===== config.mk =====
export PLATFORM = sky130hd
export DESIGN_NAME = cp0_exc_unit
export DESIGN_NICKNAME = d
export VERILOG_FILES = /design/src/rtl/cp0_exc_unit_pkg.sv /design/src/rtl/cp0_exc_unit.sv
export SDC_FILE = /design/constraint.sdc
export NUM_CORES = 1
export LEC_CHECK = 0
export ABC_AREA = 1
export BUFFER_PORTS_ARGS = -buffer_cell sky130_fd_sc_hd__buf_4
export CAP_MARGIN = 20
export CORE_UTILIZATION = 49
export CTS_CLUSTER_SIZE = 8
export DETAILED_ROUTE_END_ITERATION = 6
export GPL_TIMING_DRIVEN = 0
export PLACE_DENSITY_LB_ADDON = 0.25
export SYNTH_ARGS = -nofsm -noshare
export SYNTH_HDL_FRONTEND = slang
export SYNTH_SLANG_ARGS = --single-unit

===== constraint.sdc =====
create_clock -name clk -period 1.6 [get_ports clk]
set_input_delay 0.16 -clock clk [delete_from_list [all_inputs] [get_ports clk]]
set_output_delay 0.16 -clock clk [all_outputs]
set_load 0.02 [all_outputs]

===== src/rtl/cp0_exc_unit_pkg.sv =====
// Shared CP0 register numbers and exception codes for the CP0 unit and ECMUX stages.
// The optional BadVAddr register (reg 8) is built only when CP0_BADVADDR_EN is defined.
package cp0_exc_unit_pkg;

  localparam int unsigned CP0_ADDR_W = 5;
  localparam int unsigned EXC_CODE_W = 5;
  localparam int unsigned HWINT_W    = 6;

  // CP0 register numbers
  localparam logic [CP0_ADDR_W-1:0] REG_BADVADDR = 5'd8;
  localparam logic [CP0_ADDR_W-1:0] REG_SR       = 5'd12;
  localparam logic [CP0_ADDR_W-1:0] REG_CAUSE    = 5'd13;
  localparam logic [CP0_ADDR_W-1:0] REG_EPC      = 5'd14;

  // Exception codes; No_ExcCode sits outside every architectural code
  localparam logic [EXC_CODE_W-1:0] EXC_INT     = 5'd0;
  localparam logic [EXC_CODE_W-1:0] EXC_ADEL    = 5'd4;
  localparam logic [EXC_CODE_W-1:0] EXC_ADES    = 5'd5;
  localparam logic [EXC_CODE_W-1:0] EXC_SYSCALL = 5'd8;
  localparam logic [EXC_CODE_W-1:0] EXC_RI      = 5'd10;
  localparam logic [EXC_CODE_W-1:0] EXC_OV      = 5'd12;
  localparam logic [EXC_CODE_W-1:0] NO_EXC_CODE = 5'd31;

  function automatic logic is_addr_exc(input logic [EXC_CODE_W-1:0] code);
    return (code == EXC_ADEL) || (code == EXC_ADES);
  endfunction

endpackage


===== src/rtl/cp0_exc_unit.sv =====
// CP0 exception unit: SR/Cause/EPC registers, interrupt/exception request and mtc0/mfc0 access.
// Define CP0_BADVADDR_EN to add the VAddr input and the read-only BadVAddr register.
module cp0_exc_unit
  import cp0_exc_unit_pkg::*;
(
  input  logic        clk,
  input  logic        reset,
  input  logic        en,
  input  logic [4:0]  CP0Add,
  input  logic [31:0] CP0In,
  output logic [31:0] CP0Out,
  input  logic [31:0] VPC,
  input  logic        BDIn,
  input  logic [4:0]  ExcCodeIn,
  input  logic [5:0]  HWInt,
  input  logic        EXLClr,
`ifdef CP0_BADVADDR_EN
  input  logic [31:0] VAddr,
`endif
  output logic [31:0] EPCOut,
  output logic        Req
);

  logic [HWINT_W-1:0]    im;
  logic                  exl;
  logic                  ie;
  logic                  bd;
  logic [HWINT_W-1:0]    ip;
  logic [EXC_CODE_W-1:0] exc_code;
  logic [31:0]           epc;
  logic                  int_req;
  logic                  exc_req;
  logic                  mtc0_wr;
`ifdef CP0_BADVADDR_EN
  logic [31:0]           badvaddr;
`endif

  assign int_req = (|(HWInt & im)) & ie & ~exl;
  assign exc_req = (ExcCodeIn != NO_EXC_CODE) & ~exl;
  assign Req     = int_req | exc_req;
  assign mtc0_wr = en & ~Req;
  assign EPCOut  = epc;

  // Register update; a taken request overrides both mtc0 and eret
  always_ff @(posedge clk) begin
    if (reset) begin
      im       <= '0;
      exl      <= 1'b0;
      ie       <= 1'b0;
      bd       <= 1'b0;
      ip       <= '0;
      exc_code <= '0;
      epc      <= '0;
`ifdef CP0_BADVADDR_EN
      badvaddr <= '0;
`endif
    end else begin
      ip <= HWInt;
      if (Req) begin
        exl      <= 1'b1;
        bd       <= BDIn;
        epc      <= BDIn ? (VPC - 32'd4) : VPC;
        exc_code <= int_req ? EXC_INT : ExcCodeIn;
`ifdef CP0_BADVADDR_EN
        if (!int_req && is_addr_exc(ExcCodeIn)) begin
          badvaddr <= VAddr;
        end
`endif
      end else begin
        if (EXLClr) begin
          exl <= 1'b0;
        end
        if (mtc0_wr && (CP0Add == REG_SR)) begin
          im  <= CP0In[15:10];
          exl <= CP0In[1];
          ie  <= CP0In[0];
        end
        if (mtc0_wr && (CP0Add == REG_EPC)) begin
          epc <= CP0In;
        end
      end
    end
  end

  // mfc0 read mux; unimplemented numbers read as zero
  always_comb begin
    CP0Out = '0;
    case (CP0Add)
      REG_SR:    CP0Out = {16'b0, im, 8'b0, exl, ie};
      REG_CAUSE: CP0Out = {bd, 15'b0, ip, 3'b0, exc_code, 2'b0};
      REG_EPC:   CP0Out = epc;
`ifdef CP0_BADVADDR_EN
      REG_BADVADDR: CP0Out = badvaddr;
`endif
      default:   CP0Out = '0;
    endcase
  end

endmodule

# Word level (Yosys, flattened, before mapping)
# Cells that the tools add are included.
[classes]
n_eq_ne = 4
n_addsub = 1
reduce_logical = 6
mux = 8
n_bitwise = 8
[op_table]
columns = ["op", "count"]
rows = [
  ["$mux 32", 3],
  ["$pmux 32 s3", 1],
  ["$sub 32x3->32 const B", 1],
  ["$eq 5x4->1 const B", 3],
  ["$and 6x6->6", 1],
  ["$reduce_or 6->1", 1],
  ["$mux 5", 1],
  ["$ne 5x5->1 const B", 1],
  ["$and 1x1->1", 4],
  ["$mux 1", 3],
  ["$reduce_bool 3->1", 1],
  ["$logic_and 1x1->1", 2],
  ["$not 1->1", 2],
  ["$reduce_and 2->1", 1],
  ["$reduce_bool 2->1", 1],
  ["$or 1x1->1", 1],
]
[totals]
in_bits = 85
word_cells = 34
register_bits = 52
output_inout_bits = 65

# Longest topological paths before layout
# Gate-level depths: netlist (run 1).
[depth]
word_depth = 10
mapped_depth = 13
ltp_nobuf = 12

# Least setup slack after synthesis (run 1)
# No wires, ideal clock.
[synth_path]
path_type = "register -> register"
from = "reg im[0]"
to = "reg epc[27] (netlist: EPCOut[27])"
arrival_ns = 1.267
setup_slack_ns = 0.265
path_stages_with_launch = 11
synth_period_minus_slack_ns = 1.335
n_path_buf = 2
setup_time_ns = 0.068
path_cell_list = "dfxtp_1 nand2_1 and3_1 nand2_1 nand3_1 nand2_1 buf_6 nor2_8 buf_6 nand2_1 a21oi_2"
[synth_between]
elab_chain_len = 9
[synth_lines]
columns = ["item", "line_no", "rtl"]
rows = [
  ["from (decl)", "cp0_exc_unit.sv:24", "logic [HWINT_W-1:0] im;"],
  ["from (signal assigned)", "cp0_exc_unit.sv:74", "im <= CP0In[15:10];"],
  ["$and 6x6->6 *", "cp0_exc_unit.sv:38", "assign int_req = (|(HWInt & im)) & ie & ~exl;"],
  ["$reduce_or 6->1 *", "cp0_exc_unit.sv:38", ""],
  ["$and 1x1->1 * (2 in series)", "cp0_exc_unit.sv:38", ""],
  ["$or 1x1->1 *", "cp0_exc_unit.sv:40", "assign Req = int_req | exc_req;"],
  ["$not 1->1 (no source line)", "-", ""],
  ["$and 1x1->1", "cp0_exc_unit.sv:41", "assign mtc0_wr = en & ~Req;"],
  ["$logic_and 1x1->1", "cp0_exc_unit.sv:78", "if (mtc0_wr && (CP0Add == REG_EPC)) begin"],
  ["$reduce_bool 2->1 (no source line)", "-", ""],
  ["to (signal assigned)", "cp0_exc_unit.sv:62", "epc <= BDIn ? (VPC - 32'd4) : VPC;"],
  ["to (signal assigned)", "cp0_exc_unit.sv:79", "epc <= CP0In;"],
  ["to (decl)", "cp0_exc_unit.sv:30", "logic [31:0] epc;"],
]
# Mark *: on every way between the ends. The rest lies on a longest branch, timed or not.
# A chain may end at the register's enable or synchronous reset.

# Final worst setup path (run 1)
[layout_path]
from = "reg im[1]"
to = "reg epc[24] (netlist: EPCOut[24])"
# Same word-level chain as after synthesis.

==> out/qor.log, run 1 <==
qor: timing.finalHoldViolCount 0
qor: grt.gr-usage-met2 57.2%
qor: status.failed_checks setup timing
qor: timing.fin_crit_sh 100%
qor: finish.syn2layout_area_growth 44.0%
qor: yosys.synth_fp_nets 686
qor: routing.wl 12.5 mm
qor: routing.final_antenna_net_count 0
qor: power_and_ir_drop.power_density 674 mW/mm^2
qor: grt.grt_first_pass_wirelength 19.3 mm
qor: yosys.synthDominantAreaCellType dfxtp_1
qor: die.io_count 150
qor: timing.setup_ws -0.00764 ns
qor: setup_path.crit_path_start_kind flop
qor: yosys.synth_commonest_cells nand2_1, inv_1, nor2_1
qor: placed_design.finalWeightedCongestion 0.909
qor: yosys.ys_warn_count 0
qor: setup_path.worstReg2RegEnd EPCOut[24]
qor: clock_network.clock_tree.root_cell clkbuf_8
qor: power_and_ir_drop.worst_vdd_ir 548 uV
qor: timing.setup_repair_after_global_routing_missed_its_margin true
qor: timing.setup_skew_after_layout 0.00976 ns
qor: timing.setup_tns -0.0197 ns
qor: clock_network.cts_sinks 52
qor: grt.grt_antenna_before_repair 0
qor: grt.pin_count_of_the_biggest_net_entering_global_routing 17
qor: yosys.synth_top_cell_area_share 28.9%
qor: hold_path.worstHoldPathCells 3
qor: hold_path.min_delay_path_class in -> reg
qor: timing.clock.fmax 0.622 GHz
qor: placed_design.hpwlAfterDp 9.75 mm
qor: setup_path.worst_setup_path_end_kind flop
qor: timing.setup_violations 3
qor: setup_path.crit-reg2reg-launch im[1]
qor: routing.post_route_drc 0
qor: die.chipHeight 87.7 um
qor: setup_path.worst-endpoint-arrival 1.82 ns
qor: yosys.seq_area_frac_synth 28.9%
qor: clock_network.cts.hold.buffers_added 0
qor: setup_path.timing.critical_path.fanout_max 7
qor: die.starting_density 51.8%
qor: placed_design.cell_area_after_placement 0.00482 mm^2
qor: power_and_ir_drop.power_leakage 2.56 nW
qor: setup_path.worstSetupPathType reg -> reg
qor: yosys.synth_area_per_cell 6.00 um^2
qor: routing.drt_pre_antenna_iters 5
qor: routing.detailedRoute.firstIterationViolations 264
qor: power_and_ir_drop.total_power 0.00349 W
qor: flow_run.maxCapViolCount 0
qor: clock_network.cts_made_buffers 5
qor: timing.slew-limit-headroom 55.3%
qor: clock_network.clk_pin_slew_worst_paths 0.10 ns
qor: finish.final_cell_area 0.00518 mm^2
qor: yosys.netlist_area 0.00360 mm^2
qor: placed_design.place.port_buffers 147
qor: yosys.ys_seq_elements 52
qor: clock_network.clk_latency 0.31 ns
qor: grt.grt_most_used_layer met2
qor: yosys.post_synth_main_area_contributors dfxtp_1, nand2_1, inv_1
qor: die.core.rowCount 30
qor: hold_path.worstHoldEndpoint EPCOut[0]
qor: grt.grt_util_met1 42.1%
qor: grt.grtUsageTotal 32.7%
qor: clock_network.clock_path_buffers 2
qor: timing.timing_max_transition_violations_final 0
qor: finish.num-nets-final 850
qor: yosys.prevailing_post_synth_register_cell dfxtp_1
qor: hold_path.hp-start VPC[0]
qor: grt.globalRoute.totalOverflow 0
qor: timing.worst_pin_slew 0.670 ns
qor: grt.vias_in_the_first_global_route 4029
qor: die.design.core.area 0.00694 mm^2
qor: setup_path.worstRegToRegCells 12
qor: yosys.asyncSetResetFlopFracSynth 0%
qor: grt.grt_use_met3 3.58%
qor: yosys.synth_cells 600
qor: yosys.yosys.cell_count.top_type nand2_1
qor: die.die-area 0.00769 mm^2
qor: routing.route.vias.total 4411
qor: die.die-width 87.7 um
qor: setup_path.r2r_setup_slk -0.008 ns
qor: clock_network.cts_tree done
qor: yosys.synth_enable_flop_cells 0
qor: routing.post_drt_via_cell_ratio 5.12
qor: timing.finalWorstPathRequiredPeriod 1.61 ns
qor: setup_path.required 1.81 ns
qor: routing.wl_per_cell 14.5 um
qor: finish.n_antenna_cell 0
qor: yosys.yosys.cell_types.count 38
qor: finish.final_layout_size_suffix_gt1_share 31.6%
qor: status.outcome finished with violations
qor: clock_network.htree_num_levels 2
[metrics by stage]
step	worst slack [ns]	hold slack [ns]	instances	util, %
floorplan	0.265	0.267	600	-
global placement	-0.0588	0.373	843	69.4
detailed placement	-0.0926	0.380	843	69.4
CTS	-0.00205	0.0595	861	73.4
global route	-0.0503	0.0554	861	74.6
finish	-0.00764	0.0605	861	74.6
[metal layers]
layer / vias to the layer above / part of all wire [%]
met5: - / 0
li1: 2198 / -
met3: 29 / 7.7
met2: 214 / 48
met4: 0 / 2.0
met1: 1970 / 42
[final cells by class]
type,count,area (um^2)
clock buffer,6,82.6
timing repair buffer,157,1220
inverter,98,370
fill,595,1760
clock inverter,2,38.8
multi-input combinational,428,2150
sequential,52,1050
tap,96,120
buffer,22,149
[worst max-delay path: stages (launching register included)]
cell and delay (ns):
dfxtp_2 0.34, nand2_2 0.05, and3_4 0.20, nand2_4 0.06, nand3_2 0.06, nand2_2 0.07, buf_6 0.14, buf_8 0.14
nor2_8 0.15, buf_12 0.14, nand2_1 0.05, nand2_1 0.07, a21oi_2 0.04
[state kept, by name (all words and copies together) (netlist names)]
| name | cells |
|---|---|
| EPCOut | 32 |
| im | 6 |
| ip | 6 |
| exc_code | 5 |
| bd | 1 |
| exl | 1 |
| ie | 1 |
[how the worst max path moves through the flow]
stage,startpoint,endpoint,slack (ns),cells past startpoint
after floorplan,im[0],EPCOut[27],0.27,10
after global placement,VPC[2],EPCOut[30],-0.06,12
after detailed placement,VPC[2],EPCOut[30],-0.09,12
after CTS,im[1],EPCOut[31],-0.002,11
after global routing,im[3],EPCOut[31],-0.05,11
final,im[1],EPCOut[24],-0.008,12
[layout by cell type, fill, tap and decap left out, drive strengths merged, types with 2 or more instances in the layout]
cell type  instances
o22ai              3
nor2              91
nand4              4
nor3               5
a31oi              2
inv               98
nand3             31
clkbuf            14
o21ai             57
buf              171
dfxtp             52
xor2               8
xnor2              4
o221ai             5
and3               2
a21oi             40
nand2            169
[repair_timing]
action / in CTS / in global routing
gates resized for setup: 19 / 33
endpoints found under the setup margin: 18 / 38
setup buffers: 9 / 0
pin swaps: 6 / 14
cloned: 1 / 0
[cell families (layout without fill, tap and decap cells)]
logic type / count (synthesis) / after routing / share of synthesized area (%)
XOR/XNOR: 12 / 12 / 2.92
adder cells (fa/ha/maj): 1 / 1 / 0.348
buffers and inverters: 120 / 285 / 14.1
AO/OA/AOI/OAI: 109 / 109 / 16.3
AND/OR/NAND/NOR: 306 / 306 / 37.4
flip-flops: 52 / 52 / 28.9
[power by group]
part	total, W	switching, W	internal (W)
clock network	0.000969	0.000456	0.000512
logic	0.00106	0.000597	0.000459
registers	0.00147	0.0000729	0.00139
total	0.00349	0.00113	0.00236
(Power assumes the default switching activity.)
==> inputs of run 2 (changes only) <==
GPL_TIMING_DRIVEN = unset   (was 0)
==> run 2 against run 1 <==
The flow now finishes without violations. Via count shrank 0.20%. First-iteration DRC count up 19%. Global-route usage fell by 1.4 points. Fmax rose by 3.8%. Critical path depth shrank 2. Largest cell class unchanged. Highest routed layer unchanged.
==> out/qor.log, run 2 (synthesis results as in run 1) <==
qor: setup_path.worstSetupPathType reg -> reg
qor: finish.syn2layout_area_growth 43.1%
qor: die.chipHeight 87.7 um
qor: placed_design.place_ws 0.0141 ns
qor: timing.setup_skew_after_layout 0.00900 ns
qor: routing.drt_pre_antenna_iters 5
qor: routing.post_drt_via_cell_ratio 5.09
qor: timing.finalHoldViolCount 0
qor: setup_path.required 1.80 ns
qor: clock_network.cts.hold.buffers_added 0
qor: finish.layout_commonest_cell buf_4
qor: timing.setup_tns 0 ns
qor: routing.maxUsedRoutingLayer met4
qor: grt.grtUsageTotal 31.2%
qor: grt.grt_first_pass_wirelength 18.6 mm
qor: grt.globalRoute.totalOverflow 0
qor: clock_network.clock_tree.root_cell clkbuf_8
qor: finish.largest_register_ff_count 32
qor: grt.grt_antenna_before_repair 0
qor: placed_design.place.port_buffers 149
qor: timing.worst_pin_slew 0.575 ns
qor: timing.timing_max_transition_violations_final 0
qor: power_and_ir_drop.power_density 626 mW/mm^2
qor: setup_path.timing.critical_path.fanout_max 7
qor: timing.setup_ws 0.0515 ns
qor: finish.n_antenna_cell 0
qor: setup_path.critical_path.most_common_cell buf_4
qor: clock_network.cts_made_buffers 5
qor: die.io_count 150
qor: placed_design.finalWeightedCongestion 0.900
qor: setup_path.timing.critical_path.cells nand2_1 > and3_1 > nand2_2 > nand3_2 > nand2_4 > buf_6 > buf_4 > buf_4 > o21ai_1 > a21oi_1
qor: flow_run.maxCapViolCount 0
qor: timing.slew-limit-headroom 61.6%
qor: timing.finalWorstPathRequiredPeriod 1.55 ns
qor: grt.pin_count_of_the_biggest_net_entering_global_routing 36
qor: routing.final_antenna_net_count 0
qor: routing.detailedRoute.firstIterationViolations 313
qor: die.die-area 0.00769 mm^2
qor: finish.share_of_the_core_filled_with_cells_in_the_final_layout 74.1%
qor: routing.wl_per_cell 14.1 um
qor: power_and_ir_drop.power_leakage 2.57 nW
qor: timing.hold_slack 0.0733 ns
qor: clock_network.cts_sinks 52
qor: setup_path.crit_buf_inv 3
qor: clock_network.htree_num_levels 2
qor: die.starting_density 51.8%
qor: hold_path.min_delay_path_class in -> reg
qor: finish.final_cell_area 0.00515 mm^2
qor: grt.vias_in_the_first_global_route 3956
qor: clock_network.clk_latency 0.30 ns
qor: setup_path.worst_setup_path_end_kind flop
qor: routing.met3_wirelength 762 um
qor: timing.setup_violations 0
qor: status.outcome complete, no violations
qor: setup_path.critPathMaxStageDelay 0.33 ns
qor: placed_design.cell_area_after_placement 0.00492 mm^2
qor: die.core.rowCount 30
qor: setup_path.worst-endpoint-arrival 1.75 ns
qor: timing.fin_crit_sh 96.8%
qor: die.design.core.area 0.00694 mm^2
qor: placed_design.hpwlAfterDp 9.67 mm
qor: routing.detailroute.wirelength.met2 6.12 mm
qor: finish.fill_cells 597
qor: finish.final_layout_size_suffix_gt1_share 29.3%
qor: routing.route.vias.total 4402
qor: finish.mostFrequentLayoutCells buf_4, nand2_1, inv_1
qor: timing.clock.fmax 0.646 GHz
qor: routing.wl_met1 5.15 mm
qor: power_and_ir_drop.worst_vdd_ir 360 uV
qor: routing.wl 12.2 mm
qor: finish.num-nets-final 854
qor: setup_path.cp_top_family simple AND/OR/NAND/NOR gates
qor: clock_network.clk_pin_slew_worst_paths 0.09 ns
qor: die.die-width 87.7 um
qor: setup_path.timing.critical_path.slowest_stage_cell dfxtp_2
qor: clock_network.clock_path_buffers 2
qor: clock_network.cts_tree done
qor: setup_path.crit_path_start_kind flop
qor: routing.post_route_drc 0
-- run 2: changes by cell type in the layout (fill, tap and decap cells not counted), sizes merged --
cell	before	now
buf	171	182
clkbuf	14	7
bufinv	1	0
-- run 2: report_power, final --
part	switching [W]	internal, W
clock	0.000413	0.000299
combinational	0.000576	0.000477
sequential	0.0000666	0.00139
-- run 2: final cells by class --
cell class	count	area (um^2)	share of cell area, %
clock inverter	1	5.00	0.0972
multi-input combinational	428	2070	40.2
timing repair buffer	183	1460	28.3
clock buffer	6	72.6	1.41
tap	96	120	2.33
inverter	98	378	7.34
sequential	52	1050	20.3
-- run 2: per-layer routing --
metal / GRT usage [%] / up-vias
met5: 0 / -
met4: 8.79 / 0
met3: 4.15 / 19
met2: 55.6 / 185
met1: 39.4 / 1999
li1: - / 2199
-- run 2: tightest hold or removal path: cells and delay by family --
family / cells / cell delay, ns
buffers and inverters: 2 / 0.12
AND/OR/NAND/NOR: 1 / 0.07
-- run 2: worst paths after layout --
check        startpoint         to  slack, ns  cells after the start
max reg2reg       im[0]  EPCOut[3]       0.05                     10
max               im[0]  EPCOut[3]       0.05                     10
min reg2reg          bd         bd       0.48                      2
min            HWInt[5]      ip[5]       0.07                      3
-- run 2: stage by stage --
step / power, W / instances
2_1_floorplan: 0.00198 / 600
3_3_place_gp: 0.00244 / 847
3_5_place_dp: 0.00246 / 847
4_1_cts: 0.00316 / 858
5_1_grt: 0.00338 / 864
6_report: 0.00322 / 864
-- run 2: repair_timing --
item / 4_1_cts / 5_1_grt
setup endpoints to repair: 12 / 32
pin swaps: 0 / 1
resized for setup: 5 / 15
cloned: 0 / 1
buffers inserted: 4 / 5
==> inputs of run 3 (changes only) <==
BUFFER_PORTS_ARGS = -buffer_cell sky130_fd_sc_hd__buf_2   (was -buffer_cell sky130_fd_sc_hd__buf_4)
==> run 3 against run 2 <==
Cell count fell by 0.46%. Cell area shrank 6.5%. Global-route usage increased by 0.20 points. First-iteration DRC count decreased by 9.6%. Clock skew is 0.0021 ns lower. Clock power up 0.8%. Combinational power is 9% lower. Clock-buffer cell count did not move. Wire length decreased by 1.3%. Utilization decreased by 4.8 points. Fmax increased by 1.4%. Critical path type unchanged. Largest cell class unchanged. Highest routed layer unchanged.
==> out/qor.log, run 3 (synthesis results as in run 1) <==
qor: status.outcome complete, no violations
qor: timing.setup_violations 0
qor: setup_path.crit-reg2reg-launch im[4]
qor: power_and_ir_drop.worst_vdd_ir 372 uV
qor: finish.num-nets-final 850
qor: routing.drt_pre_antenna_iters 5
qor: finish.mostFrequentLayoutCells nand2_1, buf_2, inv_1
qor: grt.grt_first_pass_wirelength 18.7 mm
qor: setup_path.required 1.83 ns
qor: setup_path.worstRegToRegCells 12
qor: setup_path.worstReg2RegEnd EPCOut[23]
qor: routing.final_antenna_net_count 0
qor: finish.multi_input_combinational_cell_area 0.00210 mm^2
qor: setup_path.worstSetupPathType reg -> reg
qor: setup_path.critical_path.startpoint im[4]
qor: timing.clock.fmax 0.655 GHz
qor: routing.wl_per_cell 14.0 um
qor: setup_path.timing.critical_path.fanout_max 8
qor: grt.vias_in_the_first_global_route 4036
qor: setup_path.critPathMaxStageDelay 0.35 ns
qor: clock_network.clk_pin_slew_worst_paths 0.09 ns
qor: flow_run.maxCapViolCount 0
qor: power_and_ir_drop.power_leakage 2.50 nW
qor: routing.detailedRoute.firstIterationViolations 283
qor: clock_network.cts_made_buffers 5
qor: power_and_ir_drop.power_density 651 mW/mm^2
qor: hold_path.min_delay_path_class in -> reg
qor: setup_path.crit_path_start_kind flop
qor: placed_design.place.port_buffers 149
qor: timing.finalHoldViolCount 0
qor: setup_path.timing.critical_path.slowest_stage_cell dfxtp_2
qor: setup_path.timing.critical_path.cells nand2_1 > and3_4 > nand2_4 > nand3_4 > nand2_4 > buf_12 > nor2_8 > buf_4 > buf_12 > nand2_1 > nand2_1 > a21oi_1
qor: hold_path.worstHoldPathCells 3
qor: finish.fill_cells 660
qor: clock_network.htree_num_levels 2
qor: finish.final_layout_size_suffix_gt1_share 29.8%
qor: die.design.core.area 0.00694 mm^2
qor: timing.slew-limit-headroom 63.2%
qor: timing.fin_crit_sh 95.5%
qor: finish.syn2layout_area_growth 33.8%
qor: placed_design.hpwlAfterDp 9.36 mm
qor: finish.sequential_cell_area 0.00105 mm^2
qor: routing.route.vias.total 4424
qor: clock_network.clock_tree.root_cell clkbuf_8
qor: placed_design.placedCellCount 841
qor: timing.setup_repair_after_global_routing_missed_its_margin false
qor: setup_path.worst_setup_path_end_kind flop
qor: timing.finalWorstPathRequiredPeriod 1.53 ns
qor: grt.grtUsageTotal 31.4%
qor: clock_network.cts_tree done
qor: grt.grt_antenna_before_repair 0
qor: finish.largest_register_ff_count 32
qor: placed_design.finalWeightedCongestion 0.910
qor: timing.worst_pin_slew 0.551 ns
qor: setup_path.critical_path.most_common_cell nand2_1
qor: setup_path.timing.critical_path.to EPCOut[23]
qor: timing.timing_max_transition_violations_final 0
qor: finish.final-instance-count-excl-fill 860
qor: finish.layout_commonest_cell nand2_1
qor: die.core.rowCount 30
qor: clock_network.clk_latency 0.30 ns
qor: setup_path.worst-endpoint-arrival 1.76 ns
qor: timing.setup_skew_after_layout 0.00688 ns
qor: die.starting_density 51.8%
qor: clock_network.clock_path_buffers 2
qor: die.io_count 150
qor: die.die-area 0.00769 mm^2
qor: setup_path.r2r_setup_slk 0.07 ns
qor: die.die-width 87.7 um
qor: routing.wl 12.1 mm
qor: grt.globalRoute.totalOverflow 0
qor: die.chipHeight 87.7 um
qor: finish.n_antenna_cell 0
qor: routing.post_route_drc 0
qor: routing.post_drt_via_cell_ratio 5.14
qor: clock_network.cts_sinks 52
qor: timing.setup_tns 0 ns
qor: grt.pin_count_of_the_biggest_net_entering_global_routing 36
==> run 3: where the power goes <==
part	switching, W	internal [W]	leakage (nW)
Combinational	0.000575	0.000384	2.02
Clock	0.000418	0.000299	0.0410
Sequential	0.0000662	0.00139	0.434
==> run 3: repair_timing <==
item / in CTS / in global routing
hold buffers: 0 / 0
setup buffers: 10 / 0
resized for setup: 10 / 23
cloned: 2 / 1
pin swaps: 1 / 4
endpoints found under the setup margin: 3 / 49
==> run 3: critical path, delay by kind of cell, from the launching register on <==
family | cells | cell delay, ns
buffers and inverters | 3 | 0.40
AND/OR/NAND/NOR | 8 | 0.57
flip-flops | 1 | 0.35
AO/OA/AOI/OAI | 1 | 0.14
==> run 3: layout make-up <==
type	count	share of cell area [%]
inverters	98	7.85
clock buffers	6	1.51
repair buffers	179	22.6
well taps	96	2.50
clock inverters	1	0.104
multi-input cells	428	43.6
flip-flops and latches	52	21.8
==> run 3: stage by stage <==
| step | total power, W | hold slack [ns] | area (um^2) | setup WS [ns] | utilization, % |
|---|---|---|---|---|---|
| after detailed placement | 0.00234 | 0.391 | 4500 | 0.0165 | 64.8 |
| after floorplan | 0.00198 | 0.267 | 3600 | 0.265 | - |
| after global routing | 0.00329 | 0.0729 | 4810 | 0.00135 | 69.3 |
| after CTS | 0.00310 | 0.0684 | 4730 | 0.0184 | 68.1 |
| after global placement | 0.00232 | 0.383 | 4500 | 0.0629 | 64.8 |
| final | 0.00313 | 0.0780 | 4810 | 0.0727 | 69.3 |
==> run 3: per-layer routing <==
metal,vias up,share of wire [%],global-route usage [%]
li1,2202,-,-
met1,1995,41,39.5
met2,207,50,55.6
met3,20,6.7,4.43
met4,0,1.7,9.54
met5,-,0,0
==> run 3: worst min-delay path by stage <==
stage,slack [ns],to,startpoint
6_report,0.08,EPCOut[0],VPC[0]
5_1_grt,0.07,ip[4],HWInt[4]
4_1_cts,0.07,ip[2],HWInt[2]
3_5_place_dp,0.39,ip[2],HWInt[2]
3_3_place_gp,0.38,ip[4],HWInt[4]
2_1_floorplan,0.27,ip[0],HWInt[0]
